**src/rtl/sal_bk_pkg.sv**
```systemverilog
// Shared types and constants for the per-bank DDR2 controller (sal_bk_ctrl).
// Holds the bank state encoding, the default timing values and the timer helpers.
package sal_bk_pkg;

   localparam int TMR_W = 5;

   localparam int DEF_T_RCD = 3;
   localparam int DEF_T_RP  = 3;
   localparam int DEF_T_RAS = 9;
   localparam int DEF_T_RTP = 2;
   localparam int DEF_T_WR  = 6;
   localparam int DEF_T_CCD = 2;
   localparam int DEF_T_RFC = 26;

   typedef enum logic [2:0] {
      BK_IDLE,
      BK_ACTIVATING,
      BK_ACTIVE,
      BK_PRECHARGING,
      BK_REFRESHING
   } bk_state_t;

   // Slots in the timer array; RPF is shared by tRP and tRFC.
   localparam int TMR_RCD = 0;
   localparam int TMR_RAS = 1;
   localparam int TMR_RTP = 2;
   localparam int TMR_WR  = 3;
   localparam int TMR_CCD = 4;
   localparam int TMR_RPF = 5;
   localparam int TMR_CNT = 6;

   // A grant at cycle N loads T-1 so the timer reads zero at cycle N+T.
   function automatic logic [TMR_W-1:0] tmr_ld(input int t);
      return (t > 1) ? TMR_W'(t - 1) : '0;
   endfunction

endpackage

```
**src/rtl/sal_bk_ctrl_if.sv**
```systemverilog
// Request/command bundle between the request decoder, one bank controller
// and the command scheduler.
interface sal_bk_ctrl_if #(
   parameter int ROW_W = 14,
   parameter int COL_W = 10
);
   logic             req_valid;
   logic             req_ready;
   logic             req_wr;
   logic [ROW_W-1:0] req_row;
   logic [COL_W-1:0] req_col;
   logic             ref_tick;

   logic             act_req;
   logic             rd_req;
   logic             wr_req;
   logic             pre_req;
   logic             ref_req;
   logic             act_gnt;
   logic             rd_gnt;
   logic             wr_gnt;
   logic             pre_gnt;
   logic             ref_gnt;

   logic [ROW_W-1:0] cmd_row;
   logic [COL_W-1:0] cmd_col;
   logic             ref_ack;
   logic             bank_open;
   logic [ROW_W-1:0] open_row;

   modport master (
      output req_valid, req_wr, req_row, req_col, ref_tick,
      output act_gnt, rd_gnt, wr_gnt, pre_gnt, ref_gnt,
      input  req_ready, act_req, rd_req, wr_req, pre_req, ref_req,
      input  cmd_row, cmd_col, ref_ack, bank_open, open_row
   );

   modport slave (
      input  req_valid, req_wr, req_row, req_col, ref_tick,
      input  act_gnt, rd_gnt, wr_gnt, pre_gnt, ref_gnt,
      output req_ready, act_req, rd_req, wr_req, pre_req, ref_req,
      output cmd_row, cmd_col, ref_ack, bank_open, open_row
   );
endinterface

```
**src/rtl/sal_bk_timer.sv**
```systemverilog
// Saturating down-counter used for every per-bank timing constraint;
// expired is high whenever the count is zero.
module sal_bk_timer
   import sal_bk_pkg::*;
(
   input  logic             clk,
   input  logic             rst,
   input  logic             load,
   input  logic [TMR_W-1:0] load_val,
   output logic             expired
);

   logic [TMR_W-1:0] cnt_reg;

   always_ff @(posedge clk or posedge rst) begin
      if (rst) begin
         cnt_reg <= '0;
      end else if (load) begin
         cnt_reg <= load_val;
      end else if (cnt_reg != '0) begin
         cnt_reg <= cnt_reg - 1'b1;
      end
   end

   assign expired = (cnt_reg == '0);

endmodule

```
**src/rtl/sal_bk_ctrl.sv**
```systemverilog
// Per-bank DDR2 controller: single pending request, bank state tracking and
// timing enforcement. SAL_BK_CLOSE_PAGE_EN selects closed-page policy.
module sal_bk_ctrl
   import sal_bk_pkg::*;
#(
   parameter int ROW_W = 14,
   parameter int COL_W = 10,
   parameter int T_RCD = DEF_T_RCD,
   parameter int T_RP  = DEF_T_RP,
   parameter int T_RAS = DEF_T_RAS,
   parameter int T_RTP = DEF_T_RTP,
   parameter int T_WR  = DEF_T_WR,
   parameter int T_CCD = DEF_T_CCD,
   parameter int T_RFC = DEF_T_RFC
) (
   input logic          clk,
   input logic          rst,
   sal_bk_ctrl_if.slave bus
);

`ifdef SAL_BK_CLOSE_PAGE_EN
   localparam bit CLOSE_PAGE = 1'b1;
`else
   localparam bit CLOSE_PAGE = 1'b0;
`endif

   bk_state_t        state_reg;
   bk_state_t        state_next;

   logic             pend_v_reg;
   logic             pend_wr_reg;
   logic [ROW_W-1:0] pend_row_reg;
   logic [COL_W-1:0] pend_col_reg;
   logic             ref_pend_reg;
   logic [ROW_W-1:0] open_row_reg;

   logic             act_req;
   logic             rd_req;
   logic             wr_req;
   logic             pre_req;
   logic             ref_req;

   logic             act_fire;
   logic             rd_fire;
   logic             wr_fire;
   logic             pre_fire;
   logic             ref_fire;
   logic             accept;
   logic             req_ready;

   logic             eff_idle;
   logic             eff_active;
   logic             row_hit;
   logic             pre_want;
   logic             pre_tmr_ok;

   logic [TMR_CNT-1:0] tmr_load;
   logic [TMR_CNT-1:0] tmr_exp;
   logic [TMR_W-1:0]   tmr_val [TMR_CNT];

   // Grants only count when the matching request is up.
   assign act_fire = act_req & bus.act_gnt;
   assign rd_fire  = rd_req  & bus.rd_gnt;
   assign wr_fire  = wr_req  & bus.wr_gnt;
   assign pre_fire = pre_req & bus.pre_gnt;
   assign ref_fire = ref_req & bus.ref_gnt;

   assign req_ready = ~pend_v_reg | rd_fire | wr_fire;
   assign accept    = bus.req_valid & req_ready;

   assign tmr_load[TMR_RCD] = act_fire;
   assign tmr_load[TMR_RAS] = act_fire;
   assign tmr_load[TMR_RTP] = rd_fire;
   assign tmr_load[TMR_WR]  = wr_fire;
   assign tmr_load[TMR_CCD] = rd_fire | wr_fire;
   assign tmr_load[TMR_RPF] = pre_fire | ref_fire;

   assign tmr_val[TMR_RCD] = tmr_ld(T_RCD);
   assign tmr_val[TMR_RAS] = tmr_ld(T_RAS);
   assign tmr_val[TMR_RTP] = tmr_ld(T_RTP);
   assign tmr_val[TMR_WR]  = tmr_ld(T_WR);
   assign tmr_val[TMR_CCD] = tmr_ld(T_CCD);
   assign tmr_val[TMR_RPF] = pre_fire ? tmr_ld(T_RP) : tmr_ld(T_RFC);

   generate
      for (genvar gi = 0; gi < TMR_CNT; gi++) begin : g_tmr
         sal_bk_timer u_tmr (
            .clk      (clk),
            .rst      (rst),
            .load     (tmr_load[gi]),
            .load_val (tmr_val[gi]),
            .expired  (tmr_exp[gi])
         );
      end
   endgenerate

   // The cycle a wait timer hits zero the bank already behaves as its
   // destination state, so a dependent request lands exactly at N+T.
   assign eff_idle   = (state_reg == BK_IDLE) |
                       (((state_reg == BK_PRECHARGING) | (state_reg == BK_REFRESHING)) &
                        tmr_exp[TMR_RPF]);
   assign eff_active = (state_reg == BK_ACTIVE) |
                       ((state_reg == BK_ACTIVATING) & tmr_exp[TMR_RCD]);

   assign row_hit    = (pend_row_reg == open_row_reg);
   assign pre_want   = ref_pend_reg | (pend_v_reg & ~row_hit) | (CLOSE_PAGE & ~pend_v_reg);
   assign pre_tmr_ok = tmr_exp[TMR_RAS] & tmr_exp[TMR_RTP] & tmr_exp[TMR_WR];

   always_ff @(posedge clk or posedge rst) begin
      if (rst) begin
         state_reg <= BK_IDLE;
      end else begin
         state_reg <= state_next;
      end
   end

   always_comb begin
      state_next = state_reg;
      if (eff_idle) begin
         if (act_fire) begin
            state_next = BK_ACTIVATING;
         end else if (ref_fire) begin
            state_next = BK_REFRESHING;
         end else begin
            state_next = BK_IDLE;
         end
      end else if (eff_active) begin
         if (pre_fire) begin
            state_next = BK_PRECHARGING;
         end else begin
            state_next = BK_ACTIVE;
         end
      end
   end

   // Requests come from registered state only; a pending refresh blocks new
   // column and activate traffic so the bank drains towards REF.
   always_comb begin
      ref_req = eff_idle & ref_pend_reg;
      act_req = eff_idle & pend_v_reg & ~ref_pend_reg;
      rd_req  = eff_active & pend_v_reg & row_hit & ~ref_pend_reg &
                tmr_exp[TMR_CCD] & ~pend_wr_reg;
      wr_req  = eff_active & pend_v_reg & row_hit & ~ref_pend_reg &
                tmr_exp[TMR_CCD] & pend_wr_reg;
      pre_req = eff_active & pre_want & pre_tmr_ok;
   end

   always_ff @(posedge clk or posedge rst) begin
      if (rst) begin
         pend_v_reg   <= 1'b0;
         pend_wr_reg  <= 1'b0;
         pend_row_reg <= '0;
         pend_col_reg <= '0;
         ref_pend_reg <= 1'b0;
         open_row_reg <= '0;
      end else begin
         if (accept) begin
            pend_v_reg   <= 1'b1;
            pend_wr_reg  <= bus.req_wr;
            pend_row_reg <= bus.req_row;
            pend_col_reg <= bus.req_col;
         end else if (rd_fire | wr_fire) begin
            pend_v_reg   <= 1'b0;
         end

         if (ref_fire) begin
            ref_pend_reg <= 1'b0;
         end else if (bus.ref_tick) begin
            ref_pend_reg <= 1'b1;
         end

         if (act_fire) begin
            open_row_reg <= pend_row_reg;
         end
      end
   end

   assign bus.req_ready = req_ready;
   assign bus.act_req   = act_req;
   assign bus.rd_req    = rd_req;
   assign bus.wr_req    = wr_req;
   assign bus.pre_req   = pre_req;
   assign bus.ref_req   = ref_req;
   assign bus.cmd_row   = pend_row_reg;
   assign bus.cmd_col   = pend_col_reg;
   assign bus.ref_ack   = ref_fire;
   assign bus.bank_open = eff_active;
   assign bus.open_row  = open_row_reg;

endmodule

```
**src/flat_wrapper.sv**
```systemverilog
// flat-port wrapper written by rule: the top's interface ports become plain ports
module sal_bk_ctrl_flat import sal_bk_pkg::*;
#(
   parameter int ROW_W = 14,
   parameter int COL_W = 10,
   parameter int T_RCD = DEF_T_RCD,
   parameter int T_RP  = DEF_T_RP,
   parameter int T_RAS = DEF_T_RAS,
   parameter int T_RTP = DEF_T_RTP,
   parameter int T_WR  = DEF_T_WR,
   parameter int T_CCD = DEF_T_CCD,
   parameter int T_RFC = DEF_T_RFC
)
  (clk, rst, bus_req_valid, bus_req_wr, bus_req_row, bus_req_col, bus_ref_tick, bus_act_gnt, bus_rd_gnt, bus_wr_gnt, bus_pre_gnt, bus_ref_gnt, bus_req_ready, bus_act_req, bus_rd_req, bus_wr_req, bus_pre_req, bus_ref_req, bus_cmd_row, bus_cmd_col, bus_ref_ack, bus_bank_open, bus_open_row);
  sal_bk_ctrl_if #(.ROW_W(ROW_W), .COL_W(COL_W)) bus_i ();
  input logic clk;
  input logic rst;
  input wire logic [$bits(bus_i.req_valid)-1:0] bus_req_valid;
  input wire logic [$bits(bus_i.req_wr)-1:0] bus_req_wr;
  input wire logic [$bits(bus_i.req_row)-1:0] bus_req_row;
  input wire logic [$bits(bus_i.req_col)-1:0] bus_req_col;
  input wire logic [$bits(bus_i.ref_tick)-1:0] bus_ref_tick;
  input wire logic [$bits(bus_i.act_gnt)-1:0] bus_act_gnt;
  input wire logic [$bits(bus_i.rd_gnt)-1:0] bus_rd_gnt;
  input wire logic [$bits(bus_i.wr_gnt)-1:0] bus_wr_gnt;
  input wire logic [$bits(bus_i.pre_gnt)-1:0] bus_pre_gnt;
  input wire logic [$bits(bus_i.ref_gnt)-1:0] bus_ref_gnt;
  output wire logic [$bits(bus_i.req_ready)-1:0] bus_req_ready;
  output wire logic [$bits(bus_i.act_req)-1:0] bus_act_req;
  output wire logic [$bits(bus_i.rd_req)-1:0] bus_rd_req;
  output wire logic [$bits(bus_i.wr_req)-1:0] bus_wr_req;
  output wire logic [$bits(bus_i.pre_req)-1:0] bus_pre_req;
  output wire logic [$bits(bus_i.ref_req)-1:0] bus_ref_req;
  output wire logic [$bits(bus_i.cmd_row)-1:0] bus_cmd_row;
  output wire logic [$bits(bus_i.cmd_col)-1:0] bus_cmd_col;
  output wire logic [$bits(bus_i.ref_ack)-1:0] bus_ref_ack;
  output wire logic [$bits(bus_i.bank_open)-1:0] bus_bank_open;
  output wire logic [$bits(bus_i.open_row)-1:0] bus_open_row;
  assign bus_i.req_valid = bus_req_valid;
  assign bus_i.req_wr = bus_req_wr;
  assign bus_i.req_row = bus_req_row;
  assign bus_i.req_col = bus_req_col;
  assign bus_i.ref_tick = bus_ref_tick;
  assign bus_i.act_gnt = bus_act_gnt;
  assign bus_i.rd_gnt = bus_rd_gnt;
  assign bus_i.wr_gnt = bus_wr_gnt;
  assign bus_i.pre_gnt = bus_pre_gnt;
  assign bus_i.ref_gnt = bus_ref_gnt;
  assign bus_req_ready = bus_i.req_ready;
  assign bus_act_req = bus_i.act_req;
  assign bus_rd_req = bus_i.rd_req;
  assign bus_wr_req = bus_i.wr_req;
  assign bus_pre_req = bus_i.pre_req;
  assign bus_ref_req = bus_i.ref_req;
  assign bus_cmd_row = bus_i.cmd_row;
  assign bus_cmd_col = bus_i.cmd_col;
  assign bus_ref_ack = bus_i.ref_ack;
  assign bus_bank_open = bus_i.bank_open;
  assign bus_open_row = bus_i.open_row;
  sal_bk_ctrl #(.ROW_W(ROW_W), .COL_W(COL_W), .T_RCD(T_RCD), .T_RP(T_RP), .T_RAS(T_RAS), .T_RTP(T_RTP), .T_WR(T_WR), .T_CCD(T_CCD), .T_RFC(T_RFC)) u_core (.clk(clk), .rst(rst), .bus(bus_i));
endmodule
```
**config.mk**
```make
export PLATFORM = sky130hd
export DESIGN_NAME = sal_bk_ctrl_flat
export DESIGN_NICKNAME = d
export VERILOG_FILES = /design/src/rtl/sal_bk_pkg.sv /design/src/rtl/sal_bk_ctrl_if.sv /design/src/rtl/sal_bk_timer.sv /design/src/rtl/sal_bk_ctrl.sv /design/src/flat_wrapper.sv
export SDC_FILE = /design/constraint.sdc
export NUM_CORES = 1
export LEC_CHECK = 0
export BUFFER_PORTS_ARGS = -buffer_cell sky130_fd_sc_hd__buf_2
export CAP_MARGIN = 10
export CORE_UTILIZATION = 49
export DETAILED_ROUTE_END_ITERATION = 8
export PLACE_DENSITY = 0.76
export SLEW_MARGIN = 20
export SYNTH_ARGS = -nofsm -noshare
export SYNTH_HDL_FRONTEND = slang
export SYNTH_SLANG_ARGS = --single-unit
export TNS_END_PERCENT = 20
```
**constraint.sdc**
```tcl
create_clock -name clk -period 2.1 [get_ports clk]
set_input_delay 0.315 -clock clk [delete_from_list [all_inputs] [get_ports clk]]
set_output_delay 0.315 -clock clk [all_outputs]
set_load 0.02 [all_outputs]
```
==> flow_metrics.env, run 1 <==
export IMPL_run_status="finished with violations"
export IMPL_violations="setup timing"
export IMPL_ys_types=47
export IMPL_critPathRequiredTime_ps=1780
export IMPL_maxCapViolations=0
export IMPL_ant_nets=0
export IMPL_remaining_drc_errors=0
export IMPL_htreeDepth=3
export IMPL_layout_nets=482
export IMPL_syn_to_final_growth_pct=39.03
export IMPL_worstSkewPairLatency_ps=350
export IMPL_async_reset_ff_share_pct=100.0
export IMPL_fin_crit_ps=2497
export IMPL_critical_path_startpoint_type="register"
export IMPL_grt_max_degree=49
export IMPL_drtIter0Drc=133
export IMPL_cts_sinks=74
export IMPL_slew_headroom_pct=74.80
export IMPL_dr_total_vias=2671
export IMPL_design_area_mm2=0.005072
export IMPL_period_share_pct=118.9
export IMPL_die_height_um=88.29
export IMPL_syn_mean_instance_area_um2=12.41
export IMPL_die_w_um=88.29
export IMPL_antenna_found_initial=0
export IMPL_crit_type="reg -> out"
export IMPL_rsz0062_at_grt="true"
export IMPL_grt_pass1_wl_um=12460
export IMPL_ys_warn_count=0
export IMPL_clockBufferDepth=2
export IMPL_syn_area_mm2=0.003648
export IMPL_slowest_delay_ps=480
export IMPL_p_leak_nw=2.615
export IMPL_firstDrtPassIters=4
export IMPL_via_per_inst=4.928
export IMPL_gp_congestion=0.7497
export IMPL_p_per_area_mw_per_mm2=1371
export IMPL_cp_max_fo=3
export IMPL_rows=31
export IMPL_setup_viol=51
export IMPL_cts_buffers=9
export IMPL_port_buffers=79
export IMPL_ys_ff_latch=74
export IMPL_overflow=0
export IMPL_dieArea_mm2=0.007795
export IMPL_critical_path_cell_chain="inv_2 -> ha_4 -> or4b_4 -> and4bb_4 -> nor2_4 -> and2b_2 -> buf_6"
export IMPL_ir_drop_mv=0.8039
export IMPL_hpwl_um=5018
export IMPL_synth_edf_count=0
export IMPL_routed_wirelength_um=7547
export IMPL_place_area_mm2=0.004483
export IMPL_grt_pass1_vias=2715
export IMPL_coreArea_mm2=0.007214
export IMPL_critical_path_top_delay_family="simple AND/OR/NAND/NOR gates"
export IMPL_holdWs_ps=189.7
export IMPL_drive_above_1_share_pct=51.92
export IMPL_drv_slew=0
export IMPL_start_util_pct=50.57
export IMPL_fin_worst_skew_ps=9.691
export IMPL_path_clk_slew_ps=80
export IMPL_setup_ws_ps=-397.3
export IMPL_grt_total_usage_pct=21.17
export IMPL_end_kind="output pin"
export IMPL_hold_violations=0
export IMPL_netlist_instances=294
export IMPL_cp_arrival_ps=2180
export IMPL_ys_flop_type="dfrtp_1"
export IMPL_wire_per_inst_um=13.92
export IMPL_place_ws_ps=-107.8
export IMPL_nFillCells=528
export IMPL_hp_class="in -> reg"
export IMPL_synth_seq_area_share_pct=50.75
export IMPL_cts_tree="built"
export IMPL_antenna_cells=0
export IMPL_clockRootBuffer="clkbuf_8"
export IMPL_max_freq_mhz=400.4
export IMPL_largest_reg_flops=30
export IMPL_crit_buf_inv=2
export IMPL_tightestPinTransition_ps=377.1
export IMPL_io_pins=80
export IMPL_cp_slowest_cell="or4b_4"
export IMPL_syn_nets=338
-- where the power goes --
group	leakage [nW]	internal, mW	switching, mW
sequential	0.903	1.93	0.491
clock	0.131	0.916	0.539
combinational	1.58	1.62	1.45
total	2.61	4.47	2.48
-- layout by cell type, fill, tap and decap left out, types with 2 or more instances in the layout --
| cell type | synthesis | layout |
|---|---|---|
| nand2_1 | 17 | 16 |
| xnor2_1 | 13 | 13 |
| nor4b_4 | 2 | 3 |
| buf_2 | 0 | 71 |
| buf_4 | 1 | 52 |
| mux2_2 | 20 | 20 |
| ha_4 | 0 | 2 |
| or3_1 | 5 | 5 |
| nor4_1 | 5 | 3 |
| a211oi_1 | 2 | 2 |
| buf_6 | 3 | 11 |
| bufinv_16 | 0 | 4 |
| a21o_1 | 3 | 3 |
| dfrtp_1 | 74 | 74 |
| a21oi_1 | 10 | 10 |
| nor3b_1 | 2 | 2 |
| clkbuf_8 | 0 | 9 |
| nor2_1 | 30 | 28 |
| ha_1 | 10 | 8 |
| nor4_2 | 3 | 3 |
| o211a_1 | 2 | 2 |
| inv_6 | 0 | 2 |
| xor2_1 | 17 | 17 |
| or2_2 | 2 | 2 |
| nor4_4 | 0 | 2 |
| mux2_4 | 20 | 20 |
| buf_12 | 2 | 3 |
| inv_2 | 0 | 5 |
| inv_1 | 16 | 10 |
| nor3_1 | 9 | 7 |
-- layout make-up --
class                   instances  area (µm²)  area share, %
clock buffers                  10       127.6          2.516
flip-flops and latches         74        1852          36.51
clock inverters                 6       137.6          2.713
repair buffers                139       954.7          18.82
inverters                      16       65.06          1.283
well taps                      99       123.9          2.442
multi-input cells             198        1812          35.72
-- cell families after synthesis --
family | count (synthesis) | share of synthesized area [%]
DFF | 74 | 50.75
AOI/OAI and AO/OA | 28 | 6.207
and+or+nand+nor | 90 | 14.13
adders and majority gates | 10 | 3.429
buffers and inverters | 22 | 3.875
xor gates and xnor gates | 30 | 7.202
muxes | 40 | 14.40
-- cells in the mapped netlist (all sizes together) (2+ instances only) --
library cell	n	area (µm²)
nand4	2	18.77
nor2	30	112.6
dfrtp	74	1852
inv	16	60.06
or2	3	18.77
a21o	3	22.52
nor4b	4	65.07
xor2	17	148.9
nor4	8	68.82
buf	6	81.33
ha	10	125.1
xnor2	13	113.9
o211a	2	20.02
mux2	40	525.5
a21oi	11	58.81
a211oi	3	35.03
nor3b	2	15.01
nor3	9	45.04
nor2b	2	12.51
or3	5	31.28
nand2	17	63.81
o21bai	2	26.28
-- worst reg2reg max path: stages (launching register included) --
cell and delay (ps):
dfrtp_1 400, xor2_1 170, nor4_2 350, nand4_2 190
buf_4 170, buf_4 120, o32a_2 380, buf_12 180
mux2_4 340
-- what timing repair did --
item | 4_1_cts | 5_1_grt
pin swaps | 9 | 8
hold buffers | 1 | 0
setup endpoints to repair | 57 | 68
gates cloned | 0 | 0
buffers inserted | 11 | 4
gates resized for setup | 32 | 14
endpoints found under the hold margin | 12 | 0
-- worst paths after layout --
check                                            startpoint                                to  slack [ps]  cells past startpoint
min in group asynchronous                               rst             u_core.bus.cmd_col[5]         470                      3
min reg2reg                           u_core.bus.cmd_col[8]             u_core.bus.cmd_col[8]         510                      1
max                        u_core.g_tmr[5].u_tmr.cnt_reg[0]                       bus_ref_req        -400                      7
max in group asynchronous                               rst  u_core.g_tmr[0].u_tmr.cnt_reg[3]        1070                      4
min                                          bus_req_row[0]             u_core.bus.cmd_row[0]         190                      2
max reg2reg                           u_core.bus.cmd_row[0]             u_core.bus.cmd_row[1]        -310                      8
-- metal layers --
metal  track usage (%)  vias up  share of wire [%]
met5                 0        -                  0
met4             6.305        0               0.81
met3             5.597        6                4.2
met2             33.92       68                 48
met1             28.40     1289                 47
li1                  -     1308                  -
-- metrics by stage --
stage | power (mW) | setup TNS [ps] | std cells | util [%]
2_1_floorplan | 4.254 | -10760 | 294 | -
3_3_place_gp | 5.056 | -1364 | 510 | 62.14
3_5_place_dp | 5.178 | -2965 | 510 | 62.14
4_1_cts | 6.853 | -9057 | 538 | 68.80
5_1_grt | 7.462 | -15330 | 542 | 70.31
6_report | 6.956 | -10800 | 542 | 70.31
Note: power is estimated with default switching activity, not from simulation.
==> inputs of run 2 (changes only) <==
- CORE_UTILIZATION: 49 -> 54
- CTS_CLUSTER_SIZE: not set -> 16
- PLACE_DENSITY: 0.76 -> 0.79
- clock period: 2.1 -> 2.8 ns (I/O delays scaled with it)
==> run 2 against run 1 <==
The run ends with DRC left. First-iteration DRC count is 31% lower. Flip-flop and latch count stayed put. Register-to-register slack better by 590 ps. Design area is 13% lower. Wire length is 5.8% lower. Clock skew is 2.2 ps higher. Sequential power is 25% lower. Setup slack better by 440 ps. Die area is 9.1% lower. Critical path type unchanged. Largest power group unchanged.
==> flow_metrics.env, run 2 (synthesis gave the netlist of run 1 again) <==
export IMPL_slowest_delay_ps=530
export IMPL_maxCapViolations=0
export IMPL_cp_arrival_ps=2340
export IMPL_port_buffers=79
export IMPL_power_switching_mw=1.726
export IMPL_clockRootBuffer="clkbuf_8"
export IMPL_ir_drop_mv=0.5241
export IMPL_grt_max_degree=65
export IMPL_internal_power_mw=2.803
export IMPL_critPathRequiredTime_ps=2380
export IMPL_grt_pass1_vias=2701
export IMPL_setup_tns_ps=0
export IMPL_cp_slowest_cell="or4b_4"
export IMPL_syn_to_final_growth_pct=20.68
export IMPL_fin_crit_ps=2759
export IMPL_p_per_area_mw_per_mm2=1029
export IMPL_antenna_found_initial=0
export IMPL_drv_slew=0
export IMPL_period_share_pct=98.53
export IMPL_holdWs_ps=291.3
export IMPL_die_w_um=84.20
export IMPL_rows=29
export IMPL_path_clk_slew_ps=80
export IMPL_end_kind="output pin"
export IMPL_via_per_inst=5.367
export IMPL_gp_congestion=0.7907
export IMPL_remaining_drc_errors=6
export IMPL_grt_pass1_wl_um=12290
export IMPL_clockBufferDepth=2
export IMPL_htreeDepth=3
export IMPL_hp_class="in -> reg"
export IMPL_worstSkewPairLatency_ps=350
export IMPL_slew_headroom_pct=46.23
export IMPL_hold_violations=0
export IMPL_layout_nets=433
export IMPL_grt_total_usage_pct=21.97
export IMPL_crit_type="reg -> out"
export IMPL_tightestPinTransition_ps=806.5
export IMPL_firstDrtPassIters=6
export IMPL_dieArea_mm2=0.007089
export IMPL_cp_max_fo=7
export IMPL_drive_above_1_share_pct=41.88
export IMPL_antenna_cells=0
export IMPL_die_height_um=84.20
export IMPL_p_sw_share_pct=38.11
export IMPL_cts_tree="built"
export IMPL_rsz0062_at_grt="true"
export IMPL_fin_worst_skew_ps=11.92
export IMPL_routed_wirelength_um=7106
export IMPL_comb_power_share_pct=40.7
export IMPL_start_util_pct=56.81
export IMPL_critical_path_startpoint_type="register"
export IMPL_critical_path_cell_chain="inv_1 -> ha_4 -> or4b_4 -> and4bb_2 -> nor2_1 -> and2b_1 -> buf_2"
export IMPL_wire_per_inst_um=15.09
export IMPL_layout_common_cells="78 x buf_2, 74 x dfrtp_1, 30 x nor2_1"
export IMPL_clock_power_share_pct=19.2
export IMPL_violations="DRC"
export IMPL_run_status="finished with violations"
export IMPL_largest_reg_flops=30
export IMPL_drtIter0Drc=92
export IMPL_io_pins=80
export IMPL_max_freq_mhz=362.5
export IMPL_ant_nets=0
export IMPL_hpwl_um=4866
export IMPL_seqPwrFrac_pct=40.1
export IMPL_layout_commonest_cell="buf_2"
export IMPL_p_leak_nw=2.252
export IMPL_cts_sinks=74
export IMPL_crit_buf_inv=2
export IMPL_coreArea_mm2=0.006422
export IMPL_cts_buffers=9
export IMPL_overflow=0
export IMPL_critical_path_top_delay_family="simple AND/OR/NAND/NOR gates"
export IMPL_setup_viol=0
export IMPL_dr_total_vias=2528
## run 2: tightest hold or removal path, delay by kind of cell
| family | cells | cell delay, ps |
|---|---|---|
| AND/OR/NAND/NOR | 2 | 100 |
| buffers and inverters | 1 | 80 |
## run 2: layout make-up
cell class	count	area, µm²
inverter	16	60.06
clock inverter	5	62.56
sequential	74	1852
timing repair buffer	90	495.5
tap	77	96.34
clock buffer	11	151.4
multi-input combinational	198	1685
fill	466	2019
## run 2: final timing paths
path                            slack (ps)                             start                                to  cells after the start
worst max register to register         280             u_core.bus.cmd_row[8]             u_core.bus.cmd_row[5]                      5
worst max-delay path                    40  u_core.g_tmr[5].u_tmr.cnt_reg[1]                       bus_ref_req                      7
worst min register to register         510             u_core.bus.cmd_col[9]             u_core.bus.cmd_col[9]                      1
worst min-delay path                   290                      bus_ref_tick               u_core.ref_pend_reg                      3
max in group asynchronous             1640                               rst  u_core.g_tmr[3].u_tmr.cnt_reg[0]                      4
min in group asynchronous              540                               rst             u_core.bus.cmd_col[3]                      3
## run 2: what timing repair did
action	4_1_cts	5_1_grt
endpoints found under the hold margin	10	0
hold buffers	1	0
pin swaps	2	1
buffers inserted	2	0
gates resized for setup	1	5
setup endpoints to repair	3	5
cloned	0	0
## run 2: per-layer routing
layer | part of all wire, % | GRT usage [%]
met1 | 46 | 28.88
met2 | 46 | 35.02
met5 | 0 | 0
met4 | 1.7 | 8.934
met3 | 6.1 | 5.703
## run 2: power groups by stage
| stage | logic, mW | clock network, mW | registers, mW |
|---|---|---|---|
| 6_report | 1.84 | 0.868 | 1.82 |
| 5_1_grt | 2.05 | 0.934 | 1.87 |
| 4_1_cts | 1.84 | 0.884 | 1.81 |
| 3_5_place_dp | 1.81 | 0 | 1.82 |
| 3_3_place_gp | 1.73 | 0 | 1.80 |
| 2_1_floorplan | 1.22 | 0 | 1.92 |
## run 2: metrics by stage
step | power [mW] | util [%] | cell area, µm² | std cells | setup slack, ps
floorplan | 3.134 | - | 3649 | 294 | 319.9
global placement | 3.522 | 64.35 | 4133 | 452 | 288.9
detailed placement | 3.626 | 64.35 | 4133 | 452 | 212.6
CTS | 4.531 | 68.13 | 4375 | 471 | 29.09
global route | 4.856 | 68.56 | 4403 | 471 | -31.69
finish | 4.529 | 68.56 | 4403 | 471 | 41.12
==> inputs of run 3 (changes only) <==
- GPL_TIMING_DRIVEN: not set -> 1
- RECOVER_POWER: not set -> 100
==> run 3 against run 2 <==
The flow still finishes with violations (DRC). Final cell count unchanged. Design area decreased by 1.5%. Count of clock-buffer cells in the layout unchanged. Non-clock buffer count unchanged. Fmax about the same. Clock power about the same. Total power decreased by 0.88%. First-iteration DRC count increased by 14%. Register-to-register slack about the same. Hold slack about the same. Clock skew increased by 0.84 ps. Global-route usage unchanged. Critical path type unchanged. Critical endpoint unchanged. Highest routed layer unchanged.
==> flow_metrics.env, run 3 (synthesis gave the netlist of run 1 again) <==
export IMPL_cts_tree="built"
export IMPL_hpwl_um=4866
export IMPL_period_share_pct=98.61
export IMPL_routed_wirelength_um=7063
export IMPL_htreeDepth=3
export IMPL_rows=29
export IMPL_dp_cells=452
export IMPL_worstSkewPairLatency_ps=350
export IMPL_via_per_inst=5.414
export IMPL_setup_ws_ps=39.01
export IMPL_port_buffers=79
export IMPL_grt_pass1_vias=2701
export IMPL_cts_buffers=9
export IMPL_fin_crit_ps=2761
export IMPL_die_height_um=84.20
export IMPL_total_power_mw=4.489
export IMPL_coreArea_mm2=0.006422
export IMPL_grt_max_degree=65
export IMPL_p_per_area_mw_per_mm2=1035
export IMPL_largest_reg_flops=30
export IMPL_overflow=0
export IMPL_cp_max_fo=7
export IMPL_fin_worst_skew_ps=12.76
export IMPL_dieArea_mm2=0.007089
export IMPL_antenna_cells=0
export IMPL_cp_arrival_ps=2340
export IMPL_drive_above_1_share_pct=31.73
export IMPL_die_w_um=84.20
export IMPL_ant_nets=0
export IMPL_design_area_mm2=0.004337
export IMPL_grt_total_usage_pct=21.97
export IMPL_dr_total_vias=2550
export IMPL_hold_violations=0
export IMPL_end_kind="output pin"
export IMPL_drv_slew=0
export IMPL_wire_per_inst_um=15.00
export IMPL_critical_path_startpoint_type="register"
export IMPL_layout_nets=433
export IMPL_antenna_found_initial=0
export IMPL_maxCapViolations=0
export IMPL_max_freq_mhz=362.2
export IMPL_tightestPinTransition_ps=1393
export IMPL_place_area_mm2=0.004133
export IMPL_remaining_drc_errors=6
export IMPL_ir_drop_mv=0.5190
export IMPL_slew_headroom_pct=7.149
export IMPL_io_pins=80
export IMPL_critPathRequiredTime_ps=2380
export IMPL_path_clk_slew_ps=80
export IMPL_crit_type="reg -> out"
export IMPL_clockBufferDepth=2
export IMPL_cts_sinks=74
export IMPL_drtIter0Drc=105
export IMPL_gp_congestion=0.7907
export IMPL_syn_to_final_growth_pct=18.86
export IMPL_layout_common_cells="74 x dfrtp_1, 41 x buf_2, 39 x clkbuf_1"
export IMPL_firstDrtPassIters=6
export IMPL_run_status="finished with violations"
export IMPL_setup_viol=0
export IMPL_p_leak_nw=2.119
export IMPL_place_ws_ps=212.6
export IMPL_layout_commonest_cell="dfrtp_1"
export IMPL_hp_class="in -> reg"
export IMPL_rsz0062_at_grt="true"
export IMPL_grt_pass1_wl_um=12290
export IMPL_clockRootBuffer="clkbuf_8"
export IMPL_fin_cells=471
export IMPL_violations="DRC"
export IMPL_start_util_pct=56.81
run 3: cell types whose count changed in the layout (fill, tap and decap cells not counted), sizes merged:
cell    delta
clkbuf    +39
buf       -39
run 3: worst paths after layout:
path / startpoint / to / slack, ps / depth (start not counted)
max: u_core.g_tmr[5].u_tmr.cnt_reg[1] / bus_ref_req / 40 / 7
min: bus_ref_tick / u_core.ref_pend_reg / 290 / 3
max reg2reg: u_core.bus.cmd_row[0] / u_core.bus.cmd_row[11] / 290 / 5
min reg2reg: u_core.bus.cmd_col[9] / u_core.bus.cmd_col[9] / 510 / 1
max in group asynchronous: rst / u_core.g_tmr[0].u_tmr.cnt_reg[1] / 500 / 4
min in group asynchronous: rst / u_core.bus.cmd_col[3] / 590 / 3
run 3: stage by stage:
stage                     hold WS (ps)  utilization (%)  setup TNS [ps]
final                            291.7            67.52               0
after global routing             289.4            67.52          -35.95
after CTS                        286.1            68.13               0
after detailed placement         367.6            64.35               0
after global placement           355.0            64.35               0
after floorplan                  474.9                -               0
run 3: cell type report:
cell class	count	area [µm²]
Fill cell	491	2086
Sequential cell	74	1852
Multi-Input combinational cell	198	1685
Timing Repair Buffer	90	429.2
Clock buffer	11	151.4
Tap cell	77	96.34
Clock inverter	5	62.56
Inverter	16	60.06
run 3: where the power goes:
part | internal (mW) | total, mW | switching [mW]
logic | 0.846 | 1.80 | 0.953
clock network | 0.463 | 0.870 | 0.407
registers | 1.45 | 1.82 | 0.370
total | 2.76 | 4.49 | 1.73
run 3: layer usage:
metal	GRT usage, %	up-vias	part of all wire [%]
met1	28.88	1263	45
met5	0	-	0
li1	-	1206	-
met3	5.703	9	5.8
met2	35.02	72	48
met4	8.934	0	1.5
run 3: what timing repair did:
action	in CTS	in global routing
endpoints found under the setup margin	3	5
setup buffers	2	0
endpoints found under the hold margin	10	0
hold buffers	1	0
pin swaps	2	1
gates resized for setup	1	5
run 3: critical path: stages (launching register included):
cell and delay [ps]:
dfrtp_1 400, inv_1 130, ha_4 160, or4b_4 520, and4bb_2 340, nor2_1 100, and2b_1 200, buf_2 150
